<file path="src/rtl/cursor_overlay.sv">
`timescale 1ns/1ps
// cursor_overlay: 32x32, 2-bpp hardware cursor blended onto the formatter's
// DVI pixel stream. Fixed 3-cycle latency: read/hit stage, code select, mix.
// Optional feature: define CURSOR_INVERT_EN to make code 3 invert the pixel;
// without it code 3 is transparent.
module cursor_overlay #(
    parameter int unsigned CUR_W = 32,
    parameter int unsigned CUR_H = 32
) (
    input  logic        dvi_clk,
    input  logic        reset,
    input  logic        in_hsync,
    input  logic        in_vsync,
    input  logic        in_active_video,
    input  logic [31:0] in_rgb,
    input  logic        sync_polarity,
    input  logic        control_strobe,
    input  logic [7:0]  control_op,
    input  logic [31:0] control_data,
    output logic        out_hsync,
    output logic        out_vsync,
    output logic        out_active_video,
    output logic [31:0] out_rgb
);

    typedef enum logic [7:0] {
        OP_ENABLE = 8'd1,
        OP_POS    = 8'd2,
        OP_COLOR  = 8'd3,
        OP_ADDR   = 8'd4,
        OP_DATA   = 8'd5
    } ctl_op_e;

    // Control, shadow and raster state
    logic        live_en_q, live_en_d, shadow_en_q, shadow_en_d;
    logic [11:0] live_x_q, live_x_d, live_y_q, live_y_d;
    logic [11:0] shadow_x_q, shadow_x_d, shadow_y_q, shadow_y_d;
    logic [23:0] color0_q, color0_d, color1_q, color1_d;
    logic [5:0]  waddr_q, waddr_d;
    logic        vs_prev_q, vs_prev_d, de_prev_q, de_prev_d;
    logic [11:0] rx_q, rx_d, ry_q, ry_d;
    logic        ram_we, vs_act, vs_rise, de_fall;

    // Pipeline state
    logic [12:0] dx, dy;
    logic [5:0]  raddr;
    logic [31:0] rd_data_q;
    logic [3:0]  s1_dx_q, s1_dx_d;
    logic        s1_hit_q, s1_hit_d, s1_hs_q, s1_hs_d, s1_vs_q, s1_vs_d, s1_de_q, s1_de_d;
    logic [31:0] s1_rgb_q, s1_rgb_d;
    logic [1:0]  s2_code_q, s2_code_d, code_sel;
    logic        s2_hs_q, s2_hs_d, s2_vs_q, s2_vs_d, s2_de_q, s2_de_d;
    logic [31:0] s2_rgb_q, s2_rgb_d;
    logic        out_hs_q, out_hs_d, out_vs_q, out_vs_d, out_de_q, out_de_d;
    logic [31:0] out_rgb_q, out_rgb_d;

    logic [31:0] mem [64];

    // Control decode, vsync shadow latch and raster position tracking
    always_comb begin
        live_en_d   = live_en_q;
        live_x_d    = live_x_q;
        live_y_d    = live_y_q;
        shadow_en_d = shadow_en_q;
        shadow_x_d  = shadow_x_q;
        shadow_y_d  = shadow_y_q;
        color0_d    = color0_q;
        color1_d    = color1_q;
        waddr_d     = waddr_q;
        rx_d        = rx_q;
        ry_d        = ry_q;
        ram_we      = 1'b0;

        vs_act    = in_vsync ^ sync_polarity;
        vs_rise   = vs_act & ~vs_prev_q;
        de_fall   = de_prev_q & ~in_active_video;
        vs_prev_d = vs_act;
        de_prev_d = in_active_video;

        if (control_strobe) begin
            case (control_op)
                OP_ENABLE: live_en_d = control_data[0];
                OP_POS: begin
                    live_y_d = control_data[27:16];
                    live_x_d = control_data[11:0];
                end
                OP_COLOR: begin
                    if (control_data[24]) color1_d = control_data[23:0];
                    else                  color0_d = control_data[23:0];
                end
                OP_ADDR: waddr_d = control_data[5:0];
                OP_DATA: begin
                    ram_we  = 1'b1;
                    waddr_d = waddr_q + 6'd1;
                end
                default: ;
            endcase
        end

        if (de_fall) begin
            rx_d = '0;
            if (ry_q != '1) ry_d = ry_q + 12'd1;
        end else if (in_active_video && rx_q != '1) begin
            rx_d = rx_q + 12'd1;
        end

        // Shadow takes the pre-strobe live values so a same-cycle POS waits a frame
        if (vs_rise) begin
            shadow_en_d = live_en_q;
            shadow_x_d  = live_x_q;
            shadow_y_d  = live_y_q;
            ry_d        = '0;
        end
    end

    // Stage 1: cursor-relative position, hit test and bitmap word address
    always_comb begin
        dx       = {1'b0, rx_q} - {1'b0, shadow_x_q};
        dy       = {1'b0, ry_q} - {1'b0, shadow_y_q};
        // Negative offsets have bit 12 set, so one unsigned compare covers both bounds
        s1_hit_d = shadow_en_q & in_active_video & (dx < 13'(CUR_W)) & (dy < 13'(CUR_H));
        raddr    = {dy[4:0], dx[4]};
        s1_dx_d  = dx[3:0];
        s1_hs_d  = in_hsync;
        s1_vs_d  = in_vsync;
        s1_de_d  = in_active_video;
        s1_rgb_d = in_rgb;
    end

    // Stage 2: pick the 2-bit pixel code out of the fetched word
    always_comb begin
        code_sel  = rd_data_q[{s1_dx_q, 1'b0} +: 2];
        s2_code_d = s1_hit_q ? code_sel : 2'b00;
        s2_hs_d   = s1_hs_q;
        s2_vs_d   = s1_vs_q;
        s2_de_d   = s1_de_q;
        s2_rgb_d  = s1_rgb_q;
    end

    // Stage 3: mix the cursor colour into the pixel
    always_comb begin
        out_hs_d  = s2_hs_q;
        out_vs_d  = s2_vs_q;
        out_de_d  = s2_de_q;
        out_rgb_d = s2_rgb_q;
        case (s2_code_q)
            2'd1: out_rgb_d = {s2_rgb_q[31:24], color0_q};
            2'd2: out_rgb_d = {s2_rgb_q[31:24], color1_q};
`ifdef CURSOR_INVERT_EN
            2'd3: out_rgb_d = {s2_rgb_q[31:24], ~s2_rgb_q[23:0]};
`endif
            default: ;
        endcase
    end

    // State and pipeline registers
    always_ff @(posedge dvi_clk or posedge reset) begin
        if (reset) begin
            live_en_q   <= 1'b0;
            live_x_q    <= '0;
            live_y_q    <= '0;
            shadow_en_q <= 1'b0;
            shadow_x_q  <= '0;
            shadow_y_q  <= '0;
            color0_q    <= '0;
            color1_q    <= '1;
            waddr_q     <= '0;
            vs_prev_q   <= 1'b0;
            de_prev_q   <= 1'b0;
            rx_q        <= '0;
            ry_q        <= '0;
            s1_dx_q     <= '0;
            s1_hit_q    <= 1'b0;
            s1_hs_q     <= 1'b0;
            s1_vs_q     <= 1'b0;
            s1_de_q     <= 1'b0;
            s1_rgb_q    <= '0;
            s2_code_q   <= '0;
            s2_hs_q     <= 1'b0;
            s2_vs_q     <= 1'b0;
            s2_de_q     <= 1'b0;
            s2_rgb_q    <= '0;
            out_hs_q    <= 1'b0;
            out_vs_q    <= 1'b0;
            out_de_q    <= 1'b0;
            out_rgb_q   <= '0;
        end else begin
            live_en_q   <= live_en_d;
            live_x_q    <= live_x_d;
            live_y_q    <= live_y_d;
            shadow_en_q <= shadow_en_d;
            shadow_x_q  <= shadow_x_d;
            shadow_y_q  <= shadow_y_d;
            color0_q    <= color0_d;
            color1_q    <= color1_d;
            waddr_q     <= waddr_d;
            vs_prev_q   <= vs_prev_d;
            de_prev_q   <= de_prev_d;
            rx_q        <= rx_d;
            ry_q        <= ry_d;
            s1_dx_q     <= s1_dx_d;
            s1_hit_q    <= s1_hit_d;
            s1_hs_q     <= s1_hs_d;
            s1_vs_q     <= s1_vs_d;
            s1_de_q     <= s1_de_d;
            s1_rgb_q    <= s1_rgb_d;
            s2_code_q   <= s2_code_d;
            s2_hs_q     <= s2_hs_d;
            s2_vs_q     <= s2_vs_d;
            s2_de_q     <= s2_de_d;
            s2_rgb_q    <= s2_rgb_d;
            out_hs_q    <= out_hs_d;
            out_vs_q    <= out_vs_d;
            out_de_q    <= out_de_d;
            out_rgb_q   <= out_rgb_d;
        end
    end

    // Bitmap RAM, read-first, contents not reset
    always_ff @(posedge dvi_clk) begin
        if (ram_we) mem[waddr_q] <= control_data;
        rd_data_q <= mem[raddr];
    end

    assign out_hsync        = out_hs_q;
    assign out_vsync        = out_vs_q;
    assign out_active_video = out_de_q;
    assign out_rgb          = out_rgb_q;

endmodule

</file>
<file path="config.mk">
export PLATFORM = sky130hd
export DESIGN_NAME = cursor_overlay
export DESIGN_NICKNAME = d
export VERILOG_FILES = /design/src/rtl/cursor_overlay.sv
export SDC_FILE = /design/constraint.sdc
export NUM_CORES = 2
export LEC_CHECK = 0
export CAP_MARGIN = 20
export CORE_UTILIZATION = 39
export CTS_CLUSTER_SIZE = 30
export DETAILED_ROUTE_END_ITERATION = 16
export GPL_ROUTABILITY_DRIVEN = 0
export SYNTH_ARGS = -nofsm -noshare
export SYNTH_HDL_FRONTEND = slang
export SYNTH_SLANG_ARGS = --single-unit
</file>
<file path="constraint.sdc">
create_clock -name dvi_clk -period 7.7 [get_ports dvi_clk]
set_input_delay 1.155 -clock dvi_clk [delete_from_list [all_inputs] [get_ports dvi_clk]]
set_output_delay 1.155 -clock dvi_clk [all_outputs]
set_load 0.02 [all_outputs]
</file>
Word-level counts from Yosys, hierarchy flattened
Memory sizes are Yosys's and may differ from the RTL's. A register that Yosys moved wholly into a read port is not among the register bits.
Cells that the tools add are included.
W data, S select, Z words.
Operators by class
  $add $sub $neg: 5
  order comparisons: 2
  eq/ne operators: 9
  shifts and indexed selects: 1
  multiplexer cells: 12
  bitwise operators: 9
  reductions and logical operators: 11
Operators by type and width (number)
  $mux W12: 5
  $pmux W24 S2: 1
  $shiftx A32 B6 Y2: 1
  $lt A13 B6 Y1 const B: 2
  $sub A12 B12 Y13: 2
  $add A12 B1 Y12 const B: 2
  $ne A12 B12 Y1 const B: 2
  $eq A8 B2 Y1 const B: 2
  $eq A8 B3 Y1 const B: 2
  $pmux W6 S2: 1
  $eq A8 B1 Y1 const B: 1
  $reduce_and A2 Y1: 4
  $reduce_bool A2 Y1: 4
  $add A6 B1 Y6 const B: 1
  $reduce_and A3 Y1: 2
  $and A1 B1 Y1: 5
  $mux W1: 4
  $not A1 Y1: 3
  $eq A2 B1 Y1 const B: 1
  $eq A2 B2 Y1 const B: 1
  $mux W2: 1
  $logic_and A1 B1 Y1: 1
  $xor A1 B1 Y1: 1
Storage, ports and cells
  bits in registers: 241
  memory bits (writable): 2048
  input port bits: 79
  output and inout bits: 35
  word-level logic and storage cells: 77
  memories: 1
Memory list
  mem: words 64, bits a word 32, rd ports 1, clocked after Yosys merged registers in 1, write ports 1, line 57  | logic [31:0] mem [64];

Depth between registers and ports, before layout
  depth after elaboration: 5
  mapped depth: 17
  gate-level depth less buffers: 11

Least setup slack after synthesis
OpenSTA, ideal clock, no wires.
  path kind: input to register
  start point: in control_op[5]
  end point: mem mem[57][0] (enable)
  setup time: 0.421 ns
  data arrival time: 3.954 ns
  required time: 7.279 ns
  setup slack: 3.324 ns
  cell stages on the path: 6
  path buffers: 0
  cells stage by stage: nor4_1 > nor2b_1 > nand3_1 > nor2_1 > nand3_1 > nor2_1
On the way
  word-level cells in the longest chain between the ends: 5
Ends and longest elaborated chain
  start: declaration: line 18  | input logic [7:0] control_op,
  $eq A8 B3 Y1: line 81  | case (control_op)
  $mux W1: line 81
  $mux W1: line 80  | if (control_strobe) begin
  $mux W1: line 221  | if (ram_we) mem[waddr_q] <= control_data;
  $mux W1 (implied by the code): line 221
  end: declaration: line 57
Every way passes these cells.

Worst setup path in the final report
  start point: reg ry_q[0]
  end point: reg rd_data_q[2], read port of mem
On the way
  word-level cells in the longest chain between the ends: 1
Ends and longest elaborated chain
  start: declaration: line 41  | logic [11:0] rx_q, rx_d, ry_q, ry_d;
  start signal: assignment: line 200  | ry_q <= ry_d;
  $sub A12 B12 Y13: line 119  | dy = {1'b0, ry_q} - {1'b0, shadow_y_q};
  end: declaration: line 47  | logic [31:0] rd_data_q;
Every way passes these cells.
A chain may end at the register's enable or synchronous reset.

==> impl_summary.log <==
[metrics] final non-filler cell area: 109000 µm²
[metrics] post-CTS setup-driven buffer insertion count: 0
[metrics] Critical Path Fanout Max: 28
[metrics] Mapped Avg Cell Area: 13.9 µm²
[metrics] final hold violations: 0
[metrics] DR vias/cell: 6.32
[metrics] Vias: 66000
[metrics] number of port buffers: 113
[metrics] kind of capture point of the worst setup path: register
[metrics] num rows: 180
[metrics] post-CTS resize count: 0
[metrics] share of layout cells above drive strength 1: 13.7%
[metrics] DRT iter0 DRCs: 10900
[metrics] RSZ-0062 raised after global routing: false
[metrics] count of different cell masters after synthesis: 88
[metrics] Worst-path clk slew: 0.06 ns
[metrics] final global-route overflow total: 0
[metrics] Sink Count: 2321
[metrics] Final Cycle Share: 75.3%
[metrics] cell type of the slowest stage on the worst timing path: fa_4
[metrics] number of synthesized register bits: 2321
[metrics] minimum period implied by the final worst setup slack: 5.79 ns
[metrics] sequential area share after synthesis: 71.8%
[metrics] starting density of the core: 39.4%
[metrics] leakage power total: 36.3 nW
[metrics] number of setup violations in the final report: 0
[metrics] Sum Neg Setup Slack: 0 ns
[metrics] DRC violation count after routing: 0
[metrics] Routed WL: 337000 µm
[metrics] library cell occupying the most area in the post-synthesis netlist: edfxtp_1
[metrics] all-layer global routing usage: 26.9%
[metrics] kind of launch point of the worst setup path: register
[metrics] number of enable flip-flop cells after synthesis: 2048
[metrics] cell chain of the critical path: inv_1, ha_4, fa_4, buf_4, nand2_1, a211oi_2, nand2_1, o22ai_1, nor3_1, a31oi_1, a2111oi_2
[metrics] Crit path top cell by count: nand2_1
[metrics] antenna violations before repair: 33
[metrics] Setup Crit Path Kind: register to register
[metrics] area enclosed by the die boundary: 245000 µm²
[metrics] Total Nets Final: 7138
[metrics] clock buffer depth: 3
[metrics] Crit path arrival time: 6.56 ns
[metrics] maximum single-stage delay on the critical path: 1.10 ns
[metrics] syn_nets: 6955
[metrics] first-pass GRT wire length: 471000 µm
[metrics] Final Max Slew Viols: 0
[metrics] main area contributors after synthesis: edfxtp_1, dfrtp_1, nand2_1
[metrics] Worst Path Required: 8.46 ns
[metrics] detailed placement HPWL: 209000 µm
[metrics] path class of the lowest-slack min-delay path: register to register
[metrics] Final Hold Slack: 0.318 ns
[metrics] power density over cell area: 322 nW/µm²
[metrics] post-placement worst setup slack: 2.10 ns
[metrics] Die Y: 495 µm
[metrics] portion of synthesized cell area occupied by the leading cell type: 64.8%
[metrics] final worst clock skew: 0.0812 ns
[metrics] Async S/R FF share, synth: 10.4%
[metrics] Antenna Nets Post-Route: 0
[metrics] Chip Width: 495 µm
[metrics] maximum frequency from static timing analysis: 173 MHz
[metrics] Max Cap Viol: 0
[metrics] post-synthesis cell count: 6845
[metrics] yosys warns: 0
[metrics] synthesized area: 94900 µm²
[metrics] Synth-to-Final Area Change: 15.2%
[metrics] outcome: completed
[metrics] transition time of the tightest slew-check pin: 1.38 ns
[metrics] top flip-flop cell by instance count after synthesis: edfxtp_1
[metrics] worst-case setup margin in the final layout: 1.91 ns
[metrics] router iterations before antenna repair: 8
[metrics] maximum number of pins on one net before global-route repair: 159
[metrics] final cell count without fillers: 10400
[metrics] most frequent cells after synthesis: edfxtp_1, nand2_1, nor2_1
[metrics] clock latency on the worst-skew pair: 0.93 ns
[metrics] boundary pin count: 114
[metrics] average wire length per cell after detail routing: 32.3 µm
[metrics] largest voltage drop on the vdd net: 0.278 mV
[metrics] worst rel slew slack: 7.77%
[metrics] Root Buffer Master: clkbuf_16
[metrics] most numerous cell in the Yosys netlist: edfxtp_1
[metrics] TritonCTS clock tree: built
[metrics] DP Cell Count: 9965
[metrics] via count of the first global-routing pass: 62300
[metrics] count of H-tree levels built during CTS: 4
[metrics] Core ar.: 241000 µm²
[metrics] total cell area at the placement stage: 101000 µm²
[metrics] total CTS buffers: 233
[metrics] CTS Hold Buffers Added: 0
[per-layer routing]
| metal | wire length (µm) | global-route usage, % | part of all wire, % |
|---|---|---|---|
| met2 | 145000 | 39.3 | 43 |
| met3 | 45100 | 7.91 | 13 |
| met5 | 86 | 0 | 0.025 |
| met4 | 20500 | 14.4 | 6.1 |
| met1 | 126000 | 36.2 | 37 |
[worst paths after layout]
check                              start           end  slack (ns)  cells past startpoint
worst max-delay path             ry_q[0]  rd_data_q[2]        1.91                     11
worst min-delay path            out_hs_d     out_hsync        0.32                      0
worst max register to register   ry_q[0]  rd_data_q[2]        1.91                     11
worst min register to register  out_hs_d     out_hsync        0.32                      0
max in group asynchronous          reset  color0_q[11]        5.77                      3
min in group asynchronous          reset  s2_rgb_q[27]        0.73                      2
[sequential cells by signal, indices dropped and copies added, names as in the netlist, 2 cells and up]
signal,cells
out_rgb,32
shadow_y_q,12
live_y_q,12
color1_q,24
waddr_q,6
shadow_x_q,12
mem,2048
s2_code_q,2
s2_rgb_q,32
live_x_q,12
color0_q,24
s1_dx_q,4
rd_data_q,32
s1_rgb_q,32
ry_q,12
rx_q,12
[worst max-delay path, delay by kind of cell (launching register included)]
| family | cells | cell delay, ns |
|---|---|---|
| simple gates | 3 | 1.31 |
| fa+ha+maj | 2 | 1.26 |
| compound gates | 4 | 2.09 |
| flops | 1 | 0.40 |
| buf+inv | 2 | 0.53 |
[cell usage in the layout (no fill, tap or decap), drive strengths merged, types with 120 or more instances in the layout]
master	netlist	layout
o21ai	244	244
a21oi	162	162
mux2	120	120
o22ai	224	224
dfrtp	217	217
nand3	373	373
mux2i	213	213
nor3	189	189
edfxtp	2048	2048
a22oi	166	166
buf	196	317
nor2	379	379
clkbuf	254	279
nand2	900	900
[final cells by class]
cell class | count | area [µm²]
antenna | 28 | 70.1
tap | 3185 | 3990
sequential | 2321 | 68200
timing repair buffer | 398 | 3740
fill | 20900 | 132000
inverter | 53 | 204
clock inverter | 159 | 1600
multi-input combinational | 4021 | 25400
clock buffer | 279 | 6150
[cells by family after synthesis]
family / count (synthesis) / synth area share (%)
buf+inv: 503 / 2.20
simple gates: 2164 / 10.3
xor+xnor: 27 / 0.257
flops: 2321 / 71.8
fa+ha+maj: 31 / 0.424
mux: 368 / 4.50
compound gates: 1431 / 10.5
[per-stage QoR]
| stage | util (%) | power [W] |
|---|---|---|
| after CTS | 45.2 | 0.0349 |
| after detailed placement | 42.0 | 0.0235 |
| after global placement | 41.8 | 0.0234 |
| after floorplan | - | 0.0193 |
| final | 45.3 | 0.0353 |
| after global routing | 45.3 | 0.0360 |
[power breakdown]
part | switching (W) | internal [W] | total, W
Clock | 0.00502 | 0.00654 | 0.0116
Combinational | 0.00703 | 0.00264 | 0.00967
Sequential | 0.000159 | 0.0139 | 0.0140
Total | 0.0122 | 0.0230 | 0.0353
Note: power is estimated with default switching activity, not from simulation.
